==> src/rtl/adc_drp_sched_if.sv <==
// rtl/adc_drp_sched_if.sv - DRP bus and host transfer port bundle for adc_drp_sched
interface adc_drp_sched_if;
  logic [6:0]  drp_daddr;
  logic        drp_den;
  logic        drp_dwe;
  logic [15:0] drp_di;
  logic [15:0] drp_do;
  logic        drp_drdy;
  logic        host_req;
  logic        host_we;
  logic [6:0]  host_addr;
  logic [15:0] host_wdata;
  logic        host_ack;
  logic [15:0] host_rdata;

  // scheduler side: drives the DRP access and answers the host
  modport master (
    output drp_daddr, drp_den, drp_dwe, drp_di, host_ack, host_rdata,
    input  drp_do, drp_drdy, host_req, host_we, host_addr, host_wdata
  );

  // XADC / host side
  modport slave (
    input  drp_daddr, drp_den, drp_dwe, drp_di, host_ack, host_rdata,
    output drp_do, drp_drdy, host_req, host_we, host_addr, host_wdata
  );
endinterface

==> src/rtl/adc_drp_sched.sv <==
// rtl/adc_drp_sched.sv - XADC DRP scheduler: conversion reads plus optional host port (ADC_DRP_HOST_EN)
module adc_drp_sched #(
  parameter int BITS    = 12,
  parameter int TIMEOUT = 64
) (
  input  logic            clk,
  input  logic            rst,
  input  logic            eoc,
  input  logic [4:0]      channel,
  adc_drp_sched_if.master bus,
  output logic [BITS-1:0] sample0,
  output logic [BITS-1:0] sample1,
  output logic            done,
  output logic            overrun,
  output logic            timeout_err
);
  localparam logic [4:0]    CH0      = 5'h16;
  localparam logic [4:0]    CH1      = 5'h1E;
  localparam int            CW       = $clog2(TIMEOUT + 1);
  localparam logic [CW-1:0] CNT_LAST = CW'(TIMEOUT - 1);

  typedef enum logic [1:0] {IDLE, CONV, HOST, WAIT} state_t;

  state_t          state_q, state_d;
  logic            pending_q, pending_d;
  logic [4:0]      chan_q, chan_d;
  logic            acc_host_q, acc_host_d;
  logic            acc_ch1_q, acc_ch1_d;
  logic [CW-1:0]   cnt_q, cnt_d;
  logic [6:0]      daddr_q, daddr_d;
  logic            den_q, den_d;
  logic            dwe_q, dwe_d;
  logic [15:0]     di_q, di_d;
  logic            ack_q, ack_d;
  logic [15:0]     rdata_q, rdata_d;
  logic [BITS-1:0] s0_q, s0_d;
  logic [BITS-1:0] s1_q, s1_d;
  logic            done_q, done_d;
  logic            ovr_q, ovr_d;
  logic            to_q, to_d;
  logic            eoc_valid;
  logic            take_conv;
  logic            host_go;

  assign eoc_valid = eoc && (channel == CH0 || channel == CH1);

  // A host request arriving together with a valid eoc yields to the conversion,
  // which starts next cycle from the pending flag; the ack cycle is masked so a
  // requester still holding host_req does not launch a second transfer.
`ifdef ADC_DRP_HOST_EN
  assign host_go = bus.host_req && !ack_q && !eoc_valid;
`else
  assign host_go = 1'b0;
  logic unused_host;
  assign unused_host = ^{bus.host_req, bus.host_we, bus.host_addr, bus.host_wdata, ack_q, rdata_q};
`endif

  // next-state, access launch, completion capture and sticky flag logic
  always_comb begin
    state_d    = state_q;
    pending_d  = pending_q;
    chan_d     = chan_q;
    acc_host_d = acc_host_q;
    acc_ch1_d  = acc_ch1_q;
    cnt_d      = cnt_q;
    daddr_d    = daddr_q;
    den_d      = 1'b0;
    dwe_d      = dwe_q;
    di_d       = di_q;
    ack_d      = 1'b0;
    rdata_d    = rdata_q;
    s0_d       = s0_q;
    s1_d       = s1_q;
    done_d     = 1'b0;
    ovr_d      = ovr_q;
    to_d       = to_q;
    take_conv  = 1'b0;

    case (state_q)
      IDLE: begin
        if (pending_q) begin
          take_conv  = 1'b1;
          state_d    = CONV;
          pending_d  = 1'b0;
          den_d      = 1'b1;
          dwe_d      = 1'b0;
          di_d       = 16'h0000;
          daddr_d    = {2'b00, chan_q};
          acc_host_d = 1'b0;
          acc_ch1_d  = (chan_q == CH1);
        end else if (host_go) begin
          state_d    = HOST;
          den_d      = 1'b1;
          dwe_d      = bus.host_we;
          di_d       = bus.host_wdata;
          daddr_d    = bus.host_addr;
          acc_host_d = 1'b1;
          acc_ch1_d  = 1'b0;
        end
      end
      CONV: begin
        state_d = WAIT;
        cnt_d   = '0;
      end
`ifdef ADC_DRP_HOST_EN
      HOST: begin
        state_d = WAIT;
        cnt_d   = '0;
      end
`endif
      WAIT: begin
        if (bus.drp_drdy) begin
          state_d = IDLE;
          if (acc_host_q) begin
            ack_d   = 1'b1;
            rdata_d = dwe_q ? 16'h0000 : bus.drp_do;
          end else if (acc_ch1_q) begin
            s1_d   = bus.drp_do[15:16-BITS];
            done_d = 1'b1;
          end else begin
            s0_d = bus.drp_do[15:16-BITS];
          end
        end else if (cnt_q == CNT_LAST) begin
          state_d = IDLE;
          to_d    = 1'b1;
          if (acc_host_q) begin
            ack_d   = 1'b1;
            rdata_d = 16'hFFFF;
          end
        end else begin
          cnt_d = cnt_q + CW'(1);
        end
      end
      default: state_d = IDLE;
    endcase

    // a new valid eoc always re-arms pending, even on the edge that consumes it;
    // it is an overrun only if the previous channel was never read
    if (eoc_valid) begin
      pending_d = 1'b1;
      chan_d    = channel;
      if (pending_q && !take_conv) begin
        ovr_d = 1'b1;
      end
    end
  end

  // state and output registers, asynchronously cleared
  always_ff @(posedge clk or posedge rst) begin
    if (rst) begin
      state_q    <= IDLE;
      pending_q  <= 1'b0;
      chan_q     <= 5'd0;
      acc_host_q <= 1'b0;
      acc_ch1_q  <= 1'b0;
      cnt_q      <= '0;
      daddr_q    <= 7'd0;
      den_q      <= 1'b0;
      dwe_q      <= 1'b0;
      di_q       <= 16'h0000;
      ack_q      <= 1'b0;
      rdata_q    <= 16'h0000;
      s0_q       <= '0;
      s1_q       <= '0;
      done_q     <= 1'b0;
      ovr_q      <= 1'b0;
      to_q       <= 1'b0;
    end else begin
      state_q    <= state_d;
      pending_q  <= pending_d;
      chan_q     <= chan_d;
      acc_host_q <= acc_host_d;
      acc_ch1_q  <= acc_ch1_d;
      cnt_q      <= cnt_d;
      daddr_q    <= daddr_d;
      den_q      <= den_d;
      dwe_q      <= dwe_d;
      di_q       <= di_d;
      ack_q      <= ack_d;
      rdata_q    <= rdata_d;
      s0_q       <= s0_d;
      s1_q       <= s1_d;
      done_q     <= done_d;
      ovr_q      <= ovr_d;
      to_q       <= to_d;
    end
  end

  assign bus.drp_daddr = daddr_q;
  assign bus.drp_den   = den_q;
  assign bus.drp_dwe   = dwe_q;
  assign bus.drp_di    = di_q;
`ifdef ADC_DRP_HOST_EN
  assign bus.host_ack   = ack_q;
  assign bus.host_rdata = rdata_q;
`else
  assign bus.host_ack   = 1'b0;
  assign bus.host_rdata = 16'h0000;
`endif
  assign sample0     = s0_q;
  assign sample1     = s1_q;
  assign done        = done_q;
  assign overrun     = ovr_q;
  assign timeout_err = to_q;
endmodule

==> src/flat_wrapper.sv <==
// flat-port wrapper written by rule: the top's interface ports become plain ports
module adc_drp_sched_flat 
#(
  parameter int BITS    = 12,
  parameter int TIMEOUT = 64
)
  (clk, rst, eoc, channel, sample0, sample1, done, overrun, timeout_err, bus_drp_daddr, bus_drp_den, bus_drp_dwe, bus_drp_di, bus_host_ack, bus_host_rdata, bus_drp_do, bus_drp_drdy, bus_host_req, bus_host_we, bus_host_addr, bus_host_wdata);
  adc_drp_sched_if bus_i ();
  input  logic clk;
  input  logic rst;
  input  logic eoc;
  input  logic [4:0] channel;
  output logic [BITS-1:0] sample0;
  output logic [BITS-1:0] sample1;
  output logic done;
  output logic overrun;
  output logic timeout_err;
  output wire logic [$bits(bus_i.drp_daddr)-1:0] bus_drp_daddr;
  output wire logic [$bits(bus_i.drp_den)-1:0] bus_drp_den;
  output wire logic [$bits(bus_i.drp_dwe)-1:0] bus_drp_dwe;
  output wire logic [$bits(bus_i.drp_di)-1:0] bus_drp_di;
  output wire logic [$bits(bus_i.host_ack)-1:0] bus_host_ack;
  output wire logic [$bits(bus_i.host_rdata)-1:0] bus_host_rdata;
  input wire logic [$bits(bus_i.drp_do)-1:0] bus_drp_do;
  input wire logic [$bits(bus_i.drp_drdy)-1:0] bus_drp_drdy;
  input wire logic [$bits(bus_i.host_req)-1:0] bus_host_req;
  input wire logic [$bits(bus_i.host_we)-1:0] bus_host_we;
  input wire logic [$bits(bus_i.host_addr)-1:0] bus_host_addr;
  input wire logic [$bits(bus_i.host_wdata)-1:0] bus_host_wdata;
  assign bus_drp_daddr = bus_i.drp_daddr;
  assign bus_drp_den = bus_i.drp_den;
  assign bus_drp_dwe = bus_i.drp_dwe;
  assign bus_drp_di = bus_i.drp_di;
  assign bus_host_ack = bus_i.host_ack;
  assign bus_host_rdata = bus_i.host_rdata;
  assign bus_i.drp_do = bus_drp_do;
  assign bus_i.drp_drdy = bus_drp_drdy;
  assign bus_i.host_req = bus_host_req;
  assign bus_i.host_we = bus_host_we;
  assign bus_i.host_addr = bus_host_addr;
  assign bus_i.host_wdata = bus_host_wdata;
  adc_drp_sched #(.BITS(BITS), .TIMEOUT(TIMEOUT)) u_core (.clk(clk), .rst(rst), .eoc(eoc), .channel(channel), .bus(bus_i), .sample0(sample0), .sample1(sample1), .done(done), .overrun(overrun), .timeout_err(timeout_err));
endmodule
==> config.mk <==
export PLATFORM = sky130hd
export DESIGN_NAME = adc_drp_sched_flat
export DESIGN_NICKNAME = d
export VERILOG_FILES = /design/src/rtl/adc_drp_sched_if.sv /design/src/rtl/adc_drp_sched.sv /design/src/flat_wrapper.sv
export SDC_FILE = /design/constraint.sdc
export NUM_CORES = 1
export LEC_CHECK = 0
export ABC_AREA = 1
export ABC_CLOCK_PERIOD_IN_PS = 4390
export CORE_MARGIN = 2
export CORE_UTILIZATION = 42
export CTS_CLUSTER_DIAMETER = 30
export DETAILED_ROUTE_END_ITERATION = 10
export PLACE_DENSITY = 0.95
export SLEW_MARGIN = 20
export SYNTH_ARGS = -nofsm -noshare
export SYNTH_HDL_FRONTEND = slang
export SYNTH_SLANG_ARGS = --single-unit
==> constraint.sdc <==
create_clock -name clk -period 4.39 [get_ports clk]
set_clock_uncertainty 0.05 [all_clocks]
set_input_delay 0.878 -clock clk [delete_from_list [all_inputs] [get_ports clk]]
set_output_delay 0.878 -clock clk [all_outputs]
set_load 0.05 [all_outputs]
# == After elaboration in Yosys (flattened, before gate mapping) ==
# Cells that the tools add are included.
# totals
in_bits,50
out_inout_bits,69
elab_cells,53
ff_bits,49
# classes
n_eq_ne,10
n_reduce_logical,14
bitwise_logic,2
mux,14
add_sub_neg,1
# op_table
cell,n
5-bit equality test (second input constant),3
7-bit two-way mux,2
7-bit case mux with 2 select lines,1
3-bit AND reduction,4
7-bit by 1-bit adder with 7-bit output (second input constant),1
7-bit by 6-bit equality test with 1-bit output (second input constant),1
1-bit two-way mux,7
2-bit two-way mux,3
2-bit case mux with 3 select lines,1
2-bit AND reduction,3
2-bit inequality test (second input constant),2
2-bit nonzero test,2
3-bit by 2-bit inequality test with 1-bit output (second input constant),1
2-bit by 1-bit equality test with 1-bit output (second input constant),1
2-bit equality test (second input constant),1
1-bit logical AND,2
2-bit logical NOT,1
2-bit by 1-bit inequality test with 1-bit output (second input constant),1
1-bit inverter,2
1-bit logical NOT,1
1-bit logical OR,1

# == Longest topological paths before layout ==
# Gate-level depths: netlist of the first run.
# logic_depth
ltp_word,5
mapped_depth,7
ltp_nobuf,7

# == Worst setup path before layout of the first run ==
# Ideal clock, no wire load.
# synth_path
path_kind,input-to-reg
startpoint,input bus_drp_drdy
endpoint,"register u_core.s0_q[0], in the netlist u_core.sample0[0]"
path_slack_ps,2829
stages,4
setup_ps,130
arrival_time_ps,1381
path_buffers,1
required_time_ps,4210
path_cell_list,nand4_1 -> buf_2 -> nand2_1 -> o21ai_0
# synth_via
elab_chain_len,1
# synth_lines
item,line,source
"start, declared",flat_wrapper.sv:25,input wire logic [$bits(bus_i.drp_drdy)-1:0] bus_drp_drdy;
3-bit AND reduction (no source line),--,
"end signal, assigned",adc_drp_sched.sv:163,s0_q <= '0;
"end signal, assigned",adc_drp_sched.sv:181,s0_q <= s0_d;
"end, declared",adc_drp_sched.sv:36,"logic [BITS-1:0] s0_q, s0_d;"
# Every way passes these cells.
# A chain may end at the register's enable or synchronous reset.

# == Worst setup path after layout of the first run ==
# layout_path
startpoint,input bus_drp_drdy
endpoint,"register u_core.s0_q[9], in the netlist u_core.sample0[9]"
# Same word-level chain as after synthesis.

==> results of run 1 <==
[cell families (layout without fill, tap and decap cells)]
logic type | Yosys count | in the layout | share of synthesized area, %
adders and majority gates | 1 | 1 | 0.561
DFF | 49 | 49 | 55.0
AOI/OAI and AO/OA | 37 | 37 | 8.87
xor gates and xnor gates | 2 | 2 | 0.786
and+or+nand+nor | 85 | 85 | 16.5
other | 1 | 36 | 0.168
buffers and inverters | 70 | 91 | 18.1
[flip-flops by register name, summed over array words and instances, names as in the netlist]
name                  flops
u_core.acc_ch1_q          1
u_core.pending_q          1
u_core.bus.drp_daddr      5
u_core.state_q            2
u_core.overrun            1
u_core.bus.drp_den        1
u_core.sample1           12
u_core.chan_q             5
u_core.done               1
u_core.cnt_q              7
u_core.timeout_err        1
u_core.sample0           12
[power groups by stage]
stage | registers (mW) | clock network, mW | logic, mW
floorplan | 1.01 | 0 | 0.245
global placement | 0.656 | 0 | 0.828
detailed placement | 0.662 | 0 | 0.844
CTS | 0.655 | 0.268 | 0.846
global route | 0.671 | 0.293 | 0.886
finish | 0.653 | 0.260 | 0.838
[stage by stage]
step	util (%)	power, mW	hold slack, ns	setup WS [ns]	std cells
CTS	54.3	1.77	0.421	1.83	371
global placement	52.6	1.48	0.395	1.57	363
floorplan	-	1.25	0.390	2.29	280
detailed placement	52.6	1.51	0.401	1.50	363
global route	54.3	1.85	0.442	1.62	371
finish	54.3	1.75	0.416	1.89	371
[worst max path at each step]
| stage | from | to | slack [ns] | depth (start not counted) |
|---|---|---|---|---|
| finish | bus_drp_drdy | u_core.sample0[9] | 1.89 | 3 |
| global placement | bus_drp_drdy | u_core.sample0[4] | 1.57 | 3 |
| CTS | bus_drp_drdy | u_core.sample0[9] | 1.83 | 3 |
| detailed placement | bus_drp_drdy | u_core.sample0[9] | 1.50 | 3 |
| floorplan | rst | u_core.acc_ch1_q | 2.29 | 1 |
| global route | bus_drp_drdy | u_core.sample0[3] | 1.62 | 3 |
[routing by layer]
| metal | GRT usage [%] | routed length (um) | vias up |
|---|---|---|---|
| met1 | 17.3 | 1630 | 769 |
| met3 | 4.35 | 287 | 6 |
| met4 | 4.00 | 59 | 0 |
| met5 | 0 | 0 | - |
| li1 | - | - | 806 |
| met2 | 25.5 | 2150 | 70 |
[layout make-up]
cell class                      instances  area, sq um  share of cell area, %
Clock buffer                            6         72.6                   2.62
Clock inverter                          2         13.8                  0.496
Inverter                               30          114                   4.10
Multi-Input combinational cell        161          729                   26.3
Sequential cell                        49         1230                   44.2
Tap cell                               70         87.6                   3.16
Timing Repair Buffer                   53          531                   19.1
[worst register-to-register path, delay by kind of cell, from the launching register on]
family             cells  cell delay, ns
DFF                    1            0.43
and+or+nand+nor        1            0.73
AOI/OAI and AO/OA      1            0.46
[cell usage in the layout (no fill, tap or decap)]
| cell | n |
|---|---|
| nand2_2 | 1 |
| or2_2 | 2 |
| clkinv_2 | 2 |
| clkbuf_1 | 1 |
| o21ai_0 | 19 |
| conb_1 | 36 |
| o22ai_1 | 1 |
| a21o_1 | 1 |
| xnor2_1 | 1 |
| xor2_1 | 1 |
| o21bai_1 | 2 |
| inv_1 | 29 |
| o21ai_2 | 1 |
| nor2_2 | 1 |
| nor2_4 | 2 |
| nand2_1 | 45 |
| nand3_1 | 14 |
| ha_1 | 1 |
| nand4_1 | 2 |
| clkbuf_8 | 5 |
| nor2_1 | 18 |
| clkdlybuf4s50_1 | 53 |
| dfrtp_1 | 49 |
| a21oi_1 | 13 |
| inv_6 | 1 |
==> summary.txt, run 1 <==
Clock network
  – CTS tree: yes
  – Hold_buf cts: 0
  – Clk_lat worst skew: around 0.29 ns
  – TritonCTS buffer count: 5
  – CTS clk-pin slew, worst paths: roughly 0.090 ns
  – Resize count post-CTS: 0
  – Postcts setup bufs: 0
  – Maximum buffer depth of the clock tree: 2
  – Root Driver: clkbuf_8
  – CTS HTree Levels: 2
  – Num Clock Sinks: between 40 and 50

Min path
  – Hold_sp: u_core.timeout_err
  – Min-delay worst type: flop to flop
  – Hold endpoint: u_core.timeout_err
  – Worst hold stages: 1

Final layout
  – Post-route cell area: roughly 2800 sq um
  – Layout fillers: 489
  – Area Growth Syn to Fin: 24.5%
  – # nets final: between 300 and 400
  – # diodes: 0
  – Share of cells above drive strength 1: about 5%

Power
  – Switching Share: a little under half
  – Part of the power in combinational logic: a little under half
  – Pleak: 1.39 nW
  – Sequential share of power: 37.3%
  – Clock group share of total power: approximately 15%
  – Psw: roughly 810 uW
  – Pwr dens: approximately 630 nW/um^2
  – Pint: approximately 940 uW
  – Peak VDD IR: 0.000304 V

Setup path
  – Worst reg2reg path depth: 2
  – CP Cell Sequence: clkdlybuf4s50_1 > nand4_1 > o21ai_0
  – Worst setup SP type: input pin
  – CP top delay family: simple AND/OR/NAND/NOR gates
  – Crit-path max FO: 24
  – WS Path Type: input pin to flop
  – R2r setup slk: 2.62 ns
  – Buffers and inverters on the worst path: 1
  – R2R Path Start: u_core.state_q[1]
  – Reg2reg end: u_core.sample0[9]
  – Worst Path Required: roughly 4.5 ns
  – Crit path max-delay cell type: nand4_1
  – Critical Path End Type: flop
  – CP max stage delay: about 0.73 ns
  – Critical path arrival: between 2 and 3 ns

Detailed routing
  – Total number of vias: 1651
  – Pre-antenna DRT Iters: 4
  – Vias per cell: ~4.5
  – Detailed Route WL: about 4100 um
  – Number of DRC markers in iteration 0: between 100 and 150
  – Routed Antenna Nets: 0
  – DRC viols: 0
  – Mean routed wirelength per cell: 11.1 um

Floorplan
  – Num ports: between 100 and 150
  – Die ar.: slightly below 6000 sq um
  – Cell Rows: 26
  – Die width: 76.8 um
  – Initial Utilization: between 40% and 50%
  – Core ar.: slightly above 5000 sq um
  – Die height: 76.8 um

Timing
  – Setup violations, final: 0
  – Slew @ Worst Pin: 0.901 ns
  – Unrepaired setup endpoints after global routing: false
  – Slew Limit Fails: 0
  – Slew margin rel.: 39.8%
  – Fmax: 399 MHz
  – Fin. Hold Viols: 0
  – Final Cycle Share: 57.0%
  – Min Clock Period, post-route: between 2 and 3 ns
  – Sum Neg Setup Slack: 0 ns

Placement
  – Post-DP Area: approximately 2700 sq um
  – Gpl congestion: roughly 0.75
  – Port Buffers: 53
  – Detail Placement HPWL: about 3000 um

Global route
  – Congestion Overflow GR: 0
  – Largest net degree at the start of global routing: 50
  – Initial antenna violation count: 0
  – First-pass GRT wire length: 7000 um
  – Total Routing Usage GR: about 15%
  – Vias in the first global route: roughly 1500

Yosys
  – Count of cell types in the netlist: 23
  – Main area contributors after synthesis: dfrtp_1, buf_4, nand2_1
  – Post-Syn Instances: roughly 250
  – Prevailing post-synth register cell: dfrtp_1
  – Count leader, synth: dfrtp_1
  – Post-synth EDFFs: 0
  – Fraction of registers with async set or reset after synthesis: between 90% and 100%
  – Synth Warn #: 0
  – Register area share after synthesis: ~55%
  – Most common library cells after synthesis: dfrtp_1, nand2_1, buf_4
  – Synthesis-stage register bit count: a little under 50
  – Mapped Area: approximately 2200 sq um
  – Share of the synthesized area in the top cell type: between 50% and 60%
  – Synthesized area per cell: slightly above 9 sq um
  – Post-synthesis cell type with the largest combined area: dfrtp_1

Run
  – Max-cap violation count: 0

Outcome
  – Status: finished clean
Power figures use the tool's default switching activity.
==> run 2, diff against run 1 <==
Settings changed: ABC_CLOCK_PERIOD_IN_PS 4390 to 2580, CORE_UTILIZATION 42 to 39, PLACE_DENSITY 0.95 to 0.91.
Clock period 4.39 ns to 2.58 ns, I/O delays scaled along.
==> run 2 against run 1 <==
Net effect: combinational power rose by 71%; critical path depth fell by 2; hold slack got worse by 0.022 ns; utilization fell by 2.6 points; register-to-register slack got worse by 1.6 ns; first-iteration DRC count fell by 59%.
==> summary.txt, run 2 (same netlist as run 1, synthesis figures left out) <==
Global route
  – Largest net degree at the start of global routing: 26
  – Congestion Overflow GR: 0
  – Met1 Use GR: between 10% and 20%
  – GRT busiest layer: met2
  – Vias in the first global route: 1595
  – M3 GR Usage: between 5 and 6%
  – GRT met2 Usage: roughly a quarter
  – Initial antenna violation count: 0
  – First-pass GRT wire length: 7220 um
  – Total Routing Usage GR: about 14%

Placement
  – Detail Placement HPWL: slightly above 3000 um
  – Port Buffers: between 50 and 60
  – Gpl congestion: about 0.80

Timing
  – Fin. Hold Viols: 0
  – Sum Neg Setup Slack: 0 ns
  – Fmax: just under 500 MHz
  – Slew margin rel.: between 60 and 70%
  – Min Clock Period, post-route: between 2 and 2.5 ns
  – Unrepaired setup endpoints after global routing: false
  – Slew @ Worst Pin: between 0.5 and 0.6 ns
  – Final Cycle Share: about four fifths
  – Slew Limit Fails: 0
  – Worst Hold Slack: 0.394 ns
  – Setup violations, final: 0

Power
  – Pleak: approximately 1.4 nW
  – Switching Share: 43.7%
  – Psw: about 1.4 mW
  – Clock group share of total power: between 20% and 30%
  – Part of the power in combinational logic: 44.8%
  – Pint: around 1.8 mW
  – Sequential share of power: around a third
  – Pwr dens: roughly 1100 nW/um^2
  – Peak VDD IR: roughly 0.00057 V

Clock network
  – Postcts setup bufs: 0
  – Maximum buffer depth of the clock tree: 2
  – Resize count post-CTS: 0
  – CTS HTree Levels: 2
  – TritonCTS buffer count: 5
  – CTS tree: yes
  – Root Driver: clkbuf_8
  – Num Clock Sinks: 49
  – Hold_buf cts: 0
  – Clk_lat worst skew: about 0.3 ns
  – CTS clk-pin slew, worst paths: around 0.090 ns

Setup path
  – R2r setup slk: 1.07 ns
  – CP top delay family: buffers and inverters
  – WS Path Type: flop to primary output
  – Worst reg2reg path depth: 5
  – Critical path arrival: 1.50 ns
  – Crit path max-delay cell type: clkdlybuf4s50_1
  – Crit-path max FO: 2
  – Reg2reg end: u_core.cnt_q[5]
  – Buffers and inverters on the worst path: 1
  – CP max stage delay: 0.82 ns
  – Worst setup SP type: flop
  – CP Cell Sequence: clkdlybuf4s50_1
  – R2R Path Start: u_core.cnt_q[0]
  – CP startpoint: u_core.sample0[2]
  – Critical Path End Type: primary output
  – Worst Path Required: 2.01 ns
  – CP Depth: 1

Floorplan
  – Core ar.: ~5500 sq um
  – Die height: a little under 80 um
  – Die width: just under 80 um
  – Die ar.: around 6300 sq um
  – Num ports: between 100 and 150
  – Cell Rows: 27
  – Initial Utilization: between 40% and 50%

Outcome
  – Status: finished clean

Run
  – Max-cap violation count: 0

Final layout
  – Commonest non-fill, non-tap cell in the layout: clkdlybuf4s50_1
  – Most frequent cells in the layout: clkdlybuf4s50_1, dfrtp_1, nand2_1, conb_1, inv_1
  – Share of cells above drive strength 1: about 6.3%
  – # nets final: about 350
  – # diodes: 0
  – Area Growth Syn to Fin: 27.8%

Detailed routing
  – Pre-antenna DRT Iters: 4
  – Number of DRC markers in iteration 0: 48
  – Detailed Route WL: roughly 4200 um
  – Vias per cell: approximately 4.4
  – DRC viols: 0
  – Total number of vias: 1640
  – Mean routed wirelength per cell: about 11 um
  – Routed Antenna Nets: 0

Min path
  – Min-delay worst type: input pin to asynchronous set/reset pin
run 2: how the worst max path moves through the flow:
| stage | slack [ns] | to |
|---|---|---|
| after floorplan | 0.84 | u_core.acc_ch1_q |
| after global placement | 0.59 | u_core.sample1[0] |
| after detailed placement | 0.54 | u_core.sample1[10] |
| after CTS | 0.50 | bus_drp_daddr[4] |
| after global routing | 0.45 | sample0[7] |
| final | 0.52 | sample0[2] |
run 2: cell type report:
type                    count  area [sq um]
well taps                  72          90.1
flip-flops and latches     49          1230
clock inverters             3          68.8
fillers                   507          2660
multi-input cells         161           729
repair buffers             56           553
inverters                  30           113
clock buffers               5          68.8
run 2: per-layer routing:
layer / up-vias / share of wire [%]
met5: - / 0
met4: 0 / 0.48
met3: 2 / 5.8
met2: 57 / 53
met1: 775 / 41
li1: 806 / -
run 2: power groups by stage:
stage | Clock, mW | Combinational [mW] | Sequential [mW]
after floorplan | 0 | 0.418 | 1.71
after global placement | 0 | 1.41 | 1.12
after detailed placement | 0 | 1.44 | 1.13
after CTS | 0.669 | 1.44 | 1.11
after global routing | 0.708 | 1.52 | 1.14
final | 0.651 | 1.43 | 1.11
run 2: per-stage QoR:
stage                     area, sq um  setup WS, ns  util (%)  std cells  power [mW]
final                            2850         0.519      51.7        376        3.19
after global routing             2850         0.449      51.7        376        3.37
after CTS                        2850         0.503      51.7        376        3.22
after detailed placement         2710         0.536      49.2        368        2.56
after global placement           2710         0.590      49.2        368        2.53
after floorplan                  2360         0.841         -        280        2.13
